### config.mk
export PLATFORM = sky130hd
export DESIGN_NAME = if_fetch_unit
export DESIGN_NICKNAME = d
export VERILOG_FILES = /design/src/rtl/if_pkg.sv /design/src/rtl/if_fetch_fifo.sv /design/src/rtl/if_fetch_unit.sv
export SDC_FILE = /design/constraint.sdc
export NUM_CORES = 1
export LEC_CHECK = 0
export CAP_MARGIN = 20
export CORE_ASPECT_RATIO = 0.75
export CORE_UTILIZATION = 55
export DETAILED_ROUTE_END_ITERATION = 10
export DONT_BUFFER_PORTS = 1
export PLACE_DENSITY = 0.67
export SLEW_MARGIN = 20
export SYNTH_ARGS = -nofsm -noshare
export SYNTH_HDL_FRONTEND = slang
export SYNTH_SLANG_ARGS = --single-unit
### constraint.sdc
create_clock -name if_clk -period 4.8 [get_ports if_clk]
set_input_delay 0.96 -clock if_clk [delete_from_list [all_inputs] [get_ports if_clk]]
set_output_delay 0.96 -clock if_clk [all_outputs]
set_load 0.05 [all_outputs]
### src/rtl/if_pkg.sv
// Shared types and constants for the instruction-fetch stage.
// Holds the fetch FSM states, the {pc, inst} entry type and the PC step.
package if_pkg;

    typedef enum logic [1:0] {
        BOOT,
        REQ,
        WAIT,
        DRAIN
    } fetch_state_e;

    typedef struct packed {
        logic [31:0] pc;
        logic [31:0] inst;
    } fetch_entry_t;

    localparam logic [31:0] PC_STEP  = 32'd4;
    localparam logic [31:0] NOP_INST = 32'h0340_0000;

endpackage

### src/rtl/if_fetch_fifo.sv
// Small FIFO of fetched {pc, inst} entries between IF and ID.
// Ports: clk, rst_n, push/din, pop, clear (flush), head (comb), count.
module if_fetch_fifo
    import if_pkg::*;
#(
    parameter  int DEPTH = 2,
    localparam int AW    = $clog2(DEPTH)
) (
    input  logic         clk,
    input  logic         rst_n,
    input  logic         push,
    input  fetch_entry_t din,
    input  logic         pop,
    input  logic         clear,
    output fetch_entry_t head,
    output logic [AW:0]  count
);

    fetch_entry_t  mem [DEPTH];
    logic [AW-1:0] wr_ptr;
    logic [AW-1:0] rd_ptr;

    always_ff @(posedge clk or negedge rst_n) begin
        if (!rst_n) begin
            wr_ptr <= '0;
            rd_ptr <= '0;
            count  <= '0;
        end else if (clear) begin
            wr_ptr <= '0;
            rd_ptr <= '0;
            count  <= '0;
        end else begin
            if (push)
                wr_ptr <= wr_ptr + 1'b1;
            if (pop)
                rd_ptr <= rd_ptr + 1'b1;
            count <= count + {{AW{1'b0}}, push}
                           - {{AW{1'b0}}, pop};
        end
    end

    // Storage needs no reset: count gates every read.
    always_ff @(posedge clk) begin
        if (push && !clear)
            mem[wr_ptr] <= din;
    end

    assign head = mem[rd_ptr];

endmodule

### src/rtl/if_fetch_unit.sv
// IF stage: next-PC mux, single-outstanding IROM fetch, output FIFO to ID.
// Ports: if_clk/if_rst_n, pc/npc, irom_* request/response, redirect, id_*.
module if_fetch_unit #(
    parameter int          DEPTH    = 2,
    parameter logic [31:0] NOP_INST = if_pkg::NOP_INST
) (
    input  logic        if_clk,
    input  logic        if_rst_n,
    input  logic [31:0] pc,
    output logic [31:0] npc,
    output logic        irom_req,
    output logic [31:0] irom_addr,
    input  logic        irom_gnt,
    input  logic        irom_rvalid,
    input  logic [31:0] irom_rdata,
    input  logic        redirect,
    input  logic [31:0] redirect_pc,
    output logic        id_valid,
    input  logic        id_ready,
    output logic [31:0] id_pc,
    output logic [31:0] id_inst
);

    import if_pkg::fetch_state_e, if_pkg::fetch_entry_t, if_pkg::PC_STEP;
    import if_pkg::BOOT, if_pkg::REQ, if_pkg::WAIT, if_pkg::DRAIN;

    localparam int AW = $clog2(DEPTH);

    fetch_state_e state;
    fetch_state_e state_nx;
    logic [31:0]  req_pc;
    logic [AW:0]  count;
    fetch_entry_t head;
    fetch_entry_t push_entry;
    logic         hs;
    logic         push;
    logic         pop;
    logic         credit;

    assign irom_addr = pc;

    // Redirect hides the FIFO and blocks push; it is cleared at the edge.
    assign id_valid = (count != '0) && !redirect;
    assign pop      = id_valid && id_ready;
    assign push     = (state == WAIT) && irom_rvalid && !redirect;

    // Reserve a slot for the response before issuing, so no overflow.
    assign credit = (int'(count) + int'(push) - int'(pop)) < DEPTH;

    assign irom_req = ((state == REQ) || ((state == WAIT) && irom_rvalid))
                    && !redirect && credit;
    assign hs       = irom_req && irom_gnt;

    assign npc = redirect ? {redirect_pc[31:2], 2'b00}
               : hs       ? pc + PC_STEP
               :            pc;

    assign push_entry = '{pc: req_pc, inst: irom_rdata};

    assign id_pc   = id_valid ? head.pc   : 32'h0;
    assign id_inst = id_valid ? head.inst : NOP_INST;

    always_ff @(posedge if_clk or negedge if_rst_n) begin
        if (!if_rst_n) begin
            state  <= BOOT;
            req_pc <= '0;
        end else begin
            state <= state_nx;
            if (hs)
                req_pc <= pc;
        end
    end

    // DRAIN waits out a response whose request was flushed.
    always_comb begin
        state_nx = state;
        unique case (state)
            BOOT:
                state_nx = REQ;
            REQ:
                if (hs)
                    state_nx = WAIT;
            WAIT:
                if (irom_rvalid)
                    state_nx = hs ? WAIT : REQ;
                else if (redirect)
                    state_nx = DRAIN;
            DRAIN:
                if (irom_rvalid)
                    state_nx = REQ;
            default:
                state_nx = BOOT;
        endcase
    end

    if_fetch_fifo #(
        .DEPTH(DEPTH)
    ) u_fifo (
        .clk   (if_clk),
        .rst_n (if_rst_n),
        .push  (push),
        .din   (push_entry),
        .pop   (pop),
        .clear (redirect),
        .head  (head),
        .count (count)
    );

endmodule

==> metrics.csv, run 1 <==
stage;metric;value;unit
cts;Reg clk slew, reported paths;0.07;ns
synth;share of the yosys chip area belonging to registers;0.615;
routing;wire per inst;20.9;um
job;Max Cap Viol;0;
synth;ys async rst share;0.229;
synth;ys flop type;edfxtp_1;
timing;Fin. Hold Viols;0;
placed_design;Detail Placement HPWL;11100;um
synth;Post-Syn Area;7800;um^2
cts;clock sinks;166;
synth;post-synthesis adder-cell area fraction;0.0106;
synth;Distinct cells, synth;47;
cts;Bufs on Longest Clock Path;2;
placed_design;port bufs;0;
critical_path;Startpoint Class;input port;
floorplan;Core Region;13800;um^2
critical_path;Worst Setup End Kind;primary output;
timing;slew margin rel.;0.327;
final_layout;NumNets Final;760;
synth;Mapped Nets;762;
synth;Compound-Gate Fraction of Synth Area;0.0297;
floorplan;Initial Util;0.565;
timing;hold_ws;0.224;ns
synth;synth cell count leaders;nand2_1 (129), edfxtp_1 (128), nor2_1 (69), mux2i_1 (66), dfrtp_1 (38);
run_status;status;complete, no violations;
pwr;Comb pwr share;0.172;
synth;most frequent cell after synthesis;nand2_1;
routing;initial drt markers;257;
critical_path;Crit-path slowest cell;fa_1;
timing;measured slew at the worst slew-check pin;1.01;ns
synth;main combinational cell family by area after synthesis;simple AND/OR/NAND/NOR gates;
critical_path;worst setup path endpoint;npc[30];
critical_path;Arr. time, crit path;3.70;ns
critical_path;worst endpoint required time;3.84;ns
floorplan;Die Wd;140;um
final_layout;Layout Cells excl Fill;840;
timing;Post-Route Setup TNS;0;ns
global_routing;vias in the first global route;4970;
timing;Min Clock Period, post-route;4.66;ns
critical_path;WS Path Type;in -> out;
timing;endpoints failing setup;0;
hold_path;HP Class;in -> async;
synth;top cell type's share of synthesized area;0.493;
synth;YS warnings;0;
pwr;Psw;0.00114;W
cts;CTS Buf Count;17;
floorplan;die area;14700;um^2
cts;TritonCTS clock tree;done;
pwr;Pleak;3.33;nW
pwr;worst vdd ir;0.265;mV
global_routing;largest net degree at the start of global routing;74;
floorplan;Top Ports;232;
critical_path;R2R Path Start;state[0];
pwr;Internal;0.00283;W
critical_path;cells along the critical path;or2_4, clkinvlp_4, nand2_2, xnor2_2, ha_2, inv_2, fa_1, and3b_2, nand4_4, buf_4, nor4_4, xnor2_1, o21ai_4, buf_12;
timing;RSZ-0062 raised after global routing;yes;
synth;area share of xor/xnor cells in the synthesized design;0.0358;
global_routing;first-pass GRT wire length;26900;um
timing;Clock Skew;0.00938;ns
timing;final max-slew violation count;0;
routing;Post-Route WL;17600;um
synth;Seq cells post-synth;166;
pwr;Reg power frac;0.480;
pwr;Power Density;424;nW/um^2
pwr;clock network power share;0.347;
critical_path;RR Endpoint;state[1];
routing;drt pass-1 iters;5;
timing;Max Fclk;0.215;GHz
critical_path;cell depth of the worst flop-to-flop path;13;
synth;post-synthesis simple-gate area fraction;0.167;
critical_path;R2R setup slack;1.53;ns
cts;clk_lat worst skew;0.42;ns
placed_design;# placed instances;802;
global_routing;gr usage total;0.246;
placed_design;final estimated routing congestion in global placement;0.784;
synth;mux cell area share after synthesis;0.0876;
critical_path;CP max stage delay;0.55;ns
critical_path;Critical Path Source;redirect;
cts;Root Driver;clkbuf_16;
synth;post-synth top area cell;edfxtp_1;
critical_path;crit path max fanout;73;
cts;Hold Buf Count CTS;0;
synth;largest cells by area after synthesis;edfxtp_1 (49%), dfrtp_1 (12%), mux2i_1 (8.5%);
routing;number of nets with antenna violations after routing;0;
cts;H-tree Lvls;4;
routing;# DRC;0;
synth;gate count of the mapped netlist;654;
routing;DR vias;4915;
pwr;Sw Share;0.287;
global_routing;initial antenna violation count;1;
synth;Mean Syn Cell Area;11.9;um^2
routing;routed vias/inst;5.85;
floorplan;Die Y;105;um
timing;Final period util;0.970;
synth;number of enable flip-flop cells after synthesis;128;
floorplan;FP Rows;37;
final_layout;Antenna Cells;0;
global_routing;grt ovf;0;
final_layout;share of cells above drive strength 1;0.218;
final_layout;Syn-to-layout area delta;20.1;%
sequential cells by signal (all words and copies together), names as in the netlist:
name           flops
state              2
u_fifo.wr_ptr      1
u_fifo.mem       128
u_fifo.rd_ptr      1
u_fifo.count       2
req_pc            32
power by group through the flow:
stage | Combinational, W | Sequential, W | Clock (W)
floorplan | 0.000569 | 0.00189 | 0
global placement | 0.000629 | 0.00192 | 0
detailed placement | 0.000650 | 0.00194 | 0
CTS | 0.000660 | 0.00191 | 0.00140
global route | 0.000745 | 0.00193 | 0.00146
finish | 0.000684 | 0.00191 | 0.00138
kinds of logic after synthesis:
kind of cell	after synthesis
adders and majority gates	6
DFF	166
buffers and inverters	74
and+or+nand+nor	266
muxes	68
xor gates and xnor gates	31
AOI/OAI and AO/OA	43
critical path: cells and delay by family:
family | cells | cell delay [ns]
and+or+nand+nor | 5 | 0.96
adders and majority gates | 2 | 0.74
buffers and inverters | 4 | 0.50
xor gates and xnor gates | 2 | 0.33
AOI/OAI and AO/OA | 1 | 0.19
metrics by stage:
step	power, W	util	setup WS, ns	area (um^2)
after CTS	0.00397	0.671	0.00134	9260
after floorplan	0.00246	-	-0.0440	8170
after detailed placement	0.00259	0.626	0.0476	8630
after global placement	0.00255	0.626	0.160	8630
after global routing	0.00413	0.679	-0.0337	9370
final	0.00397	0.679	0.145	9370
cell usage in the layout, fill, tap and decap left out, types with 4 or more instances in the layout:
cell type,n
xnor2_2,4
and3_1,4
mux2i_1,66
buf_12,28
nand4_1,9
inv_1,6
xnor2_1,15
and4_1,5
buf_4,15
o21ai_0,7
nand3_1,9
o21ai_4,23
dfrtp_1,36
nor4_4,5
inv_8,4
a21oi_1,4
o21ai_2,4
inv_6,4
nor4_2,5
nor2_1,69
nand2_1,128
xor2_1,11
edfxtp_1,128
clkbuf_16,17
area by class of cell:
type,instances,area [um^2]
fill,971,4430
clock buffer,17,425
inverter,8,33.8
sequential,166,4800
multi-input combinational,415,3010
tap,175,219
clock inverter,15,183
timing repair buffer,44,701
timing repair:
action,CTS,global route
pin swaps,0,1
cloned,0,1
buffers inserted,2,2
setup endpoints to repair,7,29
resized for setup,1,11
layer usage:
| layer | routed length (um) | GRT usage |
|---|---|---|
| met2 | 8320 | 0.387 |
| met4 | 258 | 0.0873 |
| met5 | 13 | 0 |
| met1 | 7750 | 0.323 |
| met3 | 1230 | 0.0779 |
worst min path at each step:
stage                          start                end  slack, ns  cells past startpoint
after floorplan            req_pc[0]  u_fifo.mem[0][32]       0.44                      0
after global placement     req_pc[1]  u_fifo.mem[1][33]       0.45                      0
after detailed placement  req_pc[16]  u_fifo.mem[0][48]       0.45                      0
after CTS                   if_rst_n         req_pc[24]       0.21                      0
after global routing        if_rst_n         req_pc[28]       0.20                      0
final                       if_rst_n         req_pc[26]       0.22                      0
Power figures use the tool's default switching activity.
==> run 2, diff against run 1 <==
--- a/config.mk
+++ b/config.mk
@@ -7,10 +7,10 @@
 export LEC_CHECK = 0
 export CAP_MARGIN = 20
 export CORE_ASPECT_RATIO = 0.75
-export CORE_UTILIZATION = 55
+export CORE_UTILIZATION = 45
 export DETAILED_ROUTE_END_ITERATION = 10
 export DONT_BUFFER_PORTS = 1
-export PLACE_DENSITY = 0.67
+export PLACE_DENSITY = 0.57
 export SLEW_MARGIN = 20
 export SYNTH_ARGS = -nofsm -noshare
 export SYNTH_HDL_FRONTEND = slang
==> metrics.csv, run 2 (synthesis results as in run 1) <==
stage;metric;value;unit
timing;Final period util;0.984;
cts;Bufs on Longest Clock Path;2;
floorplan;Top Ports;232;
final_layout;FF+latch area;4800;um^2
timing;final max-slew violation count;0;
critical_path;Worst Setup End Kind;primary output;
final_layout;multi-input logic area;3030;um^2
final_layout;commonest cells after routing, fill and taps aside;nand2_1 (128), edfxtp_1 (128), nor2_1 (69);
timing;Min Clock Period, post-route;4.72;ns
routing;wire per inst;21.3;um
floorplan;FP Rows;41;
placed_design;port bufs;0;
final_layout;Fillers;1419;
pwr;Power Density;417;nW/um^2
routing;drt pass-1 iters;4;
routing;top routing layer in use;met5;
job;Max Cap Viol;0;
critical_path;worst endpoint required time;3.84;ns
critical_path;WP buf/inv;4;
global_routing;vias in the first global route;4808;
routing;Post-Route WL;18700;um
floorplan;Die Y;116;um
final_layout;Syn-to-layout area delta;20.8;%
global_routing;grt ovf;0;
final_layout;Antenna Cells;0;
placed_design;pre-CTS setup slack;-0.0263;ns
timing;slew margin rel.;0.345;
critical_path;cell mode on critical path;xnor2_1;
cts;CTS Buf Count;17;
routing;DR vias;4811;
routing;# DRC;0;
global_routing;largest net degree at the start of global routing;74;
critical_path;Top delay family on crit path;simple AND/OR/NAND/NOR gates;
timing;Max Fclk;0.212;GHz
timing;measured slew at the worst slew-check pin;0.983;ns
final_layout;Top reg by flops;u_fifo.mem;
cts;H-tree Lvls;4;
critical_path;Arr. time, crit path;3.76;ns
final_layout;share of cells above drive strength 1;0.218;
critical_path;WS Path Type;in -> out;
routing;routed vias/inst;5.46;
floorplan;Initial Util;0.462;
floorplan;die area;17900;um^2
final_layout;NumNets Final;761;
critical_path;crit path max fanout;73;
pwr;Pleak;3.32;nW
floorplan;Core Region;16900;um^2
timing;Post-Route Setup TNS;0;ns
pwr;Design Power;0.00393;W
cts;Hold Buf Count CTS;0;
placed_design;Detail Placement HPWL;12200;um
critical_path;Startpoint Class;input port;
cts;Reg clk slew, reported paths;0.07;ns
floorplan;Die Wd;154;um
timing;Setup WS post-layout;0.0771;ns
global_routing;initial antenna violation count;1;
global_routing;gr usage total;0.210;
critical_path;Crit-path slowest cell;fa_2;
routing;initial drt markers;273;
final_layout;biggest regs;u_fifo.mem: 128 flops, req_pc: 32 flops;
cts;TritonCTS clock tree;done;
routing;routed length on met3;1610;um
routing;Met1 Wirelength;7900;um
global_routing;first-pass GRT wire length;27700;um
hold_path;HP Class;in -> async;
timing;Clock Skew;0.0101;ns
pwr;worst vdd ir;0.204;mV
critical_path;cells along the critical path;or2_4, clkinvlp_4, nand2_2, xnor2_1, ha_2, inv_2, fa_2, and3b_2, nand4_4, buf_4, nor4_4, xnor2_1, o21ai_4, buf_12;
routing;met2 wire length;8970;um
cts;clk_lat worst skew;0.43;ns
critical_path;CP max stage delay;0.56;ns
timing;endpoints failing setup;0;
run_status;status;complete, no violations;
timing;Fin. Hold Viols;0;
placed_design;final estimated routing congestion in global placement;0.718;
routing;number of nets with antenna violations after routing;0;
cts;Root Driver;clkbuf_16;
final_layout;max FFs per register;128;
cts;clock sinks;166;
==> run 2: changes by cell type in the layout (fill, tap and decap cells not counted), sizes merged <==
| cell | previous run | this run |
|---|---|---|
| inv | 15 | 10 |
| clkbuf | 17 | 19 |
| clkinvlp | 2 | 5 |
| buf | 44 | 45 |
==> run 2: stage by stage <==
stage | cells | hold WS [ns] | area [um^2] | util
6_report | 881 | 0.220 | 9420 | 0.558
5_1_grt | 881 | 0.197 | 9420 | 0.558
4_1_cts | 877 | 0.206 | 9310 | 0.552
3_5_place_dp | 842 | 0.455 | 8710 | 0.516
3_3_place_gp | 842 | 0.449 | 8710 | 0.516
2_1_floorplan | 654 | 0.442 | 8170 | -
==> run 2: timing repair <==
action,4_1_cts,5_1_grt
gates cloned,0,1
setup buffers,3,3
pin swaps,0,2
resized for setup,0,14
endpoints found under the setup margin,9,25
==> run 2: worst register-to-register path: stages, from the launching register on <==
cell	delay, ns
dfrtp_1	0.40
inv_1	0.13
ha_4	0.19
nor2b_2	0.18
and2_1	0.18
ha_2	0.18
inv_2	0.04
fa_2	0.56
and3b_2	0.32
nand3_2	0.12
buf_4	0.31
nor3_1	0.26
a21oi_1	0.07
o221ai_1	0.18
==> run 2: final cells by class <==
type	count	share of cell area
Clock buffer	19	0.0459
Clock inverter	13	0.0157
Inverter	8	0.00359
Multi-Input combinational cell	415	0.321
Sequential cell	166	0.509
Tap cell	215	0.0286
Timing Repair Buffer	45	0.0757
==> run 2: final timing paths <==
kind / start / end / slack [ns] / depth (start not counted)
max: redirect / npc[28] / 0.08 / 14
min: if_rst_n / req_pc[21] / 0.22 / 0
max reg2reg: state[0] / state[1] / 1.61 / 13
min reg2reg: req_pc[5] / u_fifo.mem[1][37] / 0.46 / 0
max in group asynchronous: if_rst_n / u_fifo.count[1] / 4.47 / 0
min in group if_clk: req_pc[5] / u_fifo.mem[1][37] / 0.46 / 0
==> run 2: report_power, final <==
| part | switching (W) | internal [W] |
|---|---|---|
| Sequential | 0.000115 | 0.00179 |
| Combinational | 0.000429 | 0.000259 |
| Clock | 0.000565 | 0.000772 |
| Total | 0.00111 | 0.00282 |
==> run 2: per-layer routing <==
layer,vias to the layer above,global-route usage
li1,2255,-
met2,219,0.341
met4,2,0.0687
met5,-,0
met3,23,0.0714
met1,2312,0.268
==> run 3, diff against run 2 <==
--- a/config.mk
+++ b/config.mk
@@ -10,7 +10,7 @@
 export CORE_UTILIZATION = 45
 export DETAILED_ROUTE_END_ITERATION = 10
 export DONT_BUFFER_PORTS = 1
-export PLACE_DENSITY = 0.57
+export HOLD_SLACK_MARGIN = 0.08
 export SLEW_MARGIN = 20
 export SYNTH_ARGS = -nofsm -noshare
 export SYNTH_HDL_FRONTEND = slang
==> metrics.csv, run 3 (synthesis results as in run 1) <==
stage;metric;value;unit
run_status;status;complete, no violations;
global_routing;largest net degree at the start of global routing;74;
critical_path;R2R Path Start;state[0];
cts;Reg clk slew, reported paths;0.06;ns
critical_path;CP max stage delay;0.54;ns
timing;Fin. Hold Viols;0;
critical_path;Worst Setup End Kind;primary output;
final_layout;Fillers;1378;
global_routing;initial antenna violation count;0;
critical_path;WP buf/inv;3;
critical_path;Critical Path Source;redirect;
job;Max Cap Viol;0;
floorplan;FP Rows;41;
placed_design;final estimated routing congestion in global placement;0.784;
routing;initial drt markers;252;
global_routing;grt ovf;0;
routing;# DRC;0;
timing;Min Clock Period, post-route;4.67;ns
final_layout;Antenna Cells;0;
critical_path;worst endpoint required time;3.84;ns
placed_design;Detail Placement HPWL;11800;um
routing;routed length on met3;1510;um
timing;Final period util;0.972;
cts;Root Driver;clkbuf_16;
cts;clock sinks;166;
pwr;Internal;0.00287;W
global_routing;first-pass GRT wire length;27300;um
pwr;Reg power frac;0.480;
routing;wire per inst;20.5;um
routing;Met1 Wirelength;7750;um
final_layout;max FFs per register;128;
final_layout;biggest regs;u_fifo.mem: 128 flops, req_pc: 32 flops;
critical_path;Crit-path slowest cell;fa_1;
global_routing;gr usage total;0.205;
routing;routed vias/inst;5.49;
floorplan;die area;17900;um^2
pwr;clock network power share;0.344;
critical_path;crit path max fanout;73;
timing;RSZ-0062 raised after global routing;yes;
timing;slew margin rel.;0.320;
pwr;Power Density;418;nW/um^2
timing;endpoints failing setup;0;
placed_design;pre-CTS setup slack;0.0638;ns
critical_path;Startpoint Class;input port;
cts;H-tree Lvls;4;
cts;CTS Buf Count;17;
cts;clk_lat worst skew;0.42;ns
critical_path;Top delay family on crit path;simple AND/OR/NAND/NOR gates;
critical_path;WS Path Type;in -> out;
floorplan;Top Ports;232;
final_layout;Top reg by flops;u_fifo.mem;
critical_path;cells along the critical path;or2_4, clkinvlp_4, nand2_4, xnor2_2, ha_2, inv_2, fa_1, and3b_2, nand4_4, nor4_1, xnor2_1, o21ai_4, buf_12;
timing;final max-slew violation count;0;
pwr;Psw;0.00111;W
routing;number of nets with antenna violations after routing;0;
final_layout;commonest cells after routing, fill and taps aside;nand2_1 (128), edfxtp_1 (128), nor2_1 (69);
routing;Post-Route WL;18100;um
placed_design;port bufs;0;
pwr;Comb pwr share;0.176;
final_layout;Layout Cells excl Fill;886;
hold_path;HP Class;in -> async;
placed_design;# placed instances;842;
pwr;Design Power;0.00398;W
timing;measured slew at the worst slew-check pin;1.02;ns
final_layout;Syn-to-layout area delta;22.2;%
global_routing;vias in the first global route;4956;
pwr;worst vdd ir;0.239;mV
routing;drt pass-1 iters;4;
pwr;Pleak;3.41;nW
cts;TritonCTS clock tree;done;
routing;met2 wire length;8730;um
floorplan;Core Region;16900;um^2
final_layout;NumNets Final;766;
pwr;Sw Share;0.279;
routing;top routing layer in use;met4;
floorplan;Initial Util;0.462;
floorplan;Die Wd;154;um
routing;DR vias;4862;
timing;Clock Skew;0.00794;ns
timing;Max Fclk;0.214;GHz
cts;Bufs on Longest Clock Path;2;
timing;hold_ws;0.233;ns
timing;Setup WS post-layout;0.135;ns
critical_path;Arr. time, crit path;3.71;ns
floorplan;Die Y;116;um
final_layout;share of cells above drive strength 1;0.227;
[run 3: cell count changes in the layout (fill, tap and decap cells not counted), moves of 2 or more]
cell	before	now
xnor2_1	16	13
nor4_2	5	2
nor4_4	5	7
clkbuf_8	0	2
buf_4	15	18
inv_6	1	3
buf_6	0	2
xnor2_2	3	6
[run 3: path summary, 6_finish.rpt]
check,to,slack [ns],depth (start not counted)
min in group if_clk,u_fifo.mem[0][62],0.47,0
worst min-delay path,req_pc[24],0.23,0
worst max-delay path,npc[29],0.13,13
worst min register to register,u_fifo.mem[0][62],0.47,0
max in group asynchronous,u_fifo.count[1],4.46,0
worst max register to register,state[1],1.53,14
[run 3: area by class of cell]
cell class	count	area, um^2	share of cell area
multi-input combinational	415	3060	0.321
tap	215	269	0.0282
clock buffer	21	460	0.0483
inverter	8	33.8	0.00355
clock inverter	11	140	0.0147
timing repair buffer	50	766	0.0804
sequential	166	4800	0.504
[run 3: what timing repair did]
action	in CTS	in global routing
gates cloned	0	1
buffers inserted	3	8
resized for setup	1	19
pin swaps	0	5
setup endpoints to repair	10	29
hold buffers	0	0
[run 3: stage by stage]
step,setup TNS (ns),instance area [um^2],utilization
after CTS,0,9330,0.553
after global placement,0,8680,0.514
after global routing,0,9530,0.565
final,0,9530,0.565
after detailed placement,0,8700,0.516
after floorplan,-0.106,8170,-
[run 3: layer usage]
layer | global-route usage | vias to the layer above
met3 | 0.0729 | 13
met2 | 0.335 | 182
met1 | 0.256 | 2382
li1 | - | 2285
met5 | 0 | -
met4 | 0.0673 | 0
[run 3: worst reg2reg max path: cells and delay by family (launching register included)]
kind	cells	cell delay [ns]
AOI/OAI and AO/OA	2	0.25
buffers and inverters	4	0.62
DFF	1	0.41
adders and majority gates	3	0.90
and+or+nand+nor	5	1.04
[run 3: power by group through the flow]
stage | registers, W | clock network (W) | logic, W
final | 0.00191 | 0.00137 | 0.000699
after global routing | 0.00193 | 0.00146 | 0.000759
after CTS | 0.00191 | 0.00140 | 0.000666
after detailed placement | 0.00194 | 0 | 0.000661
after global placement | 0.00193 | 0 | 0.000633
after floorplan | 0.00189 | 0 | 0.000569
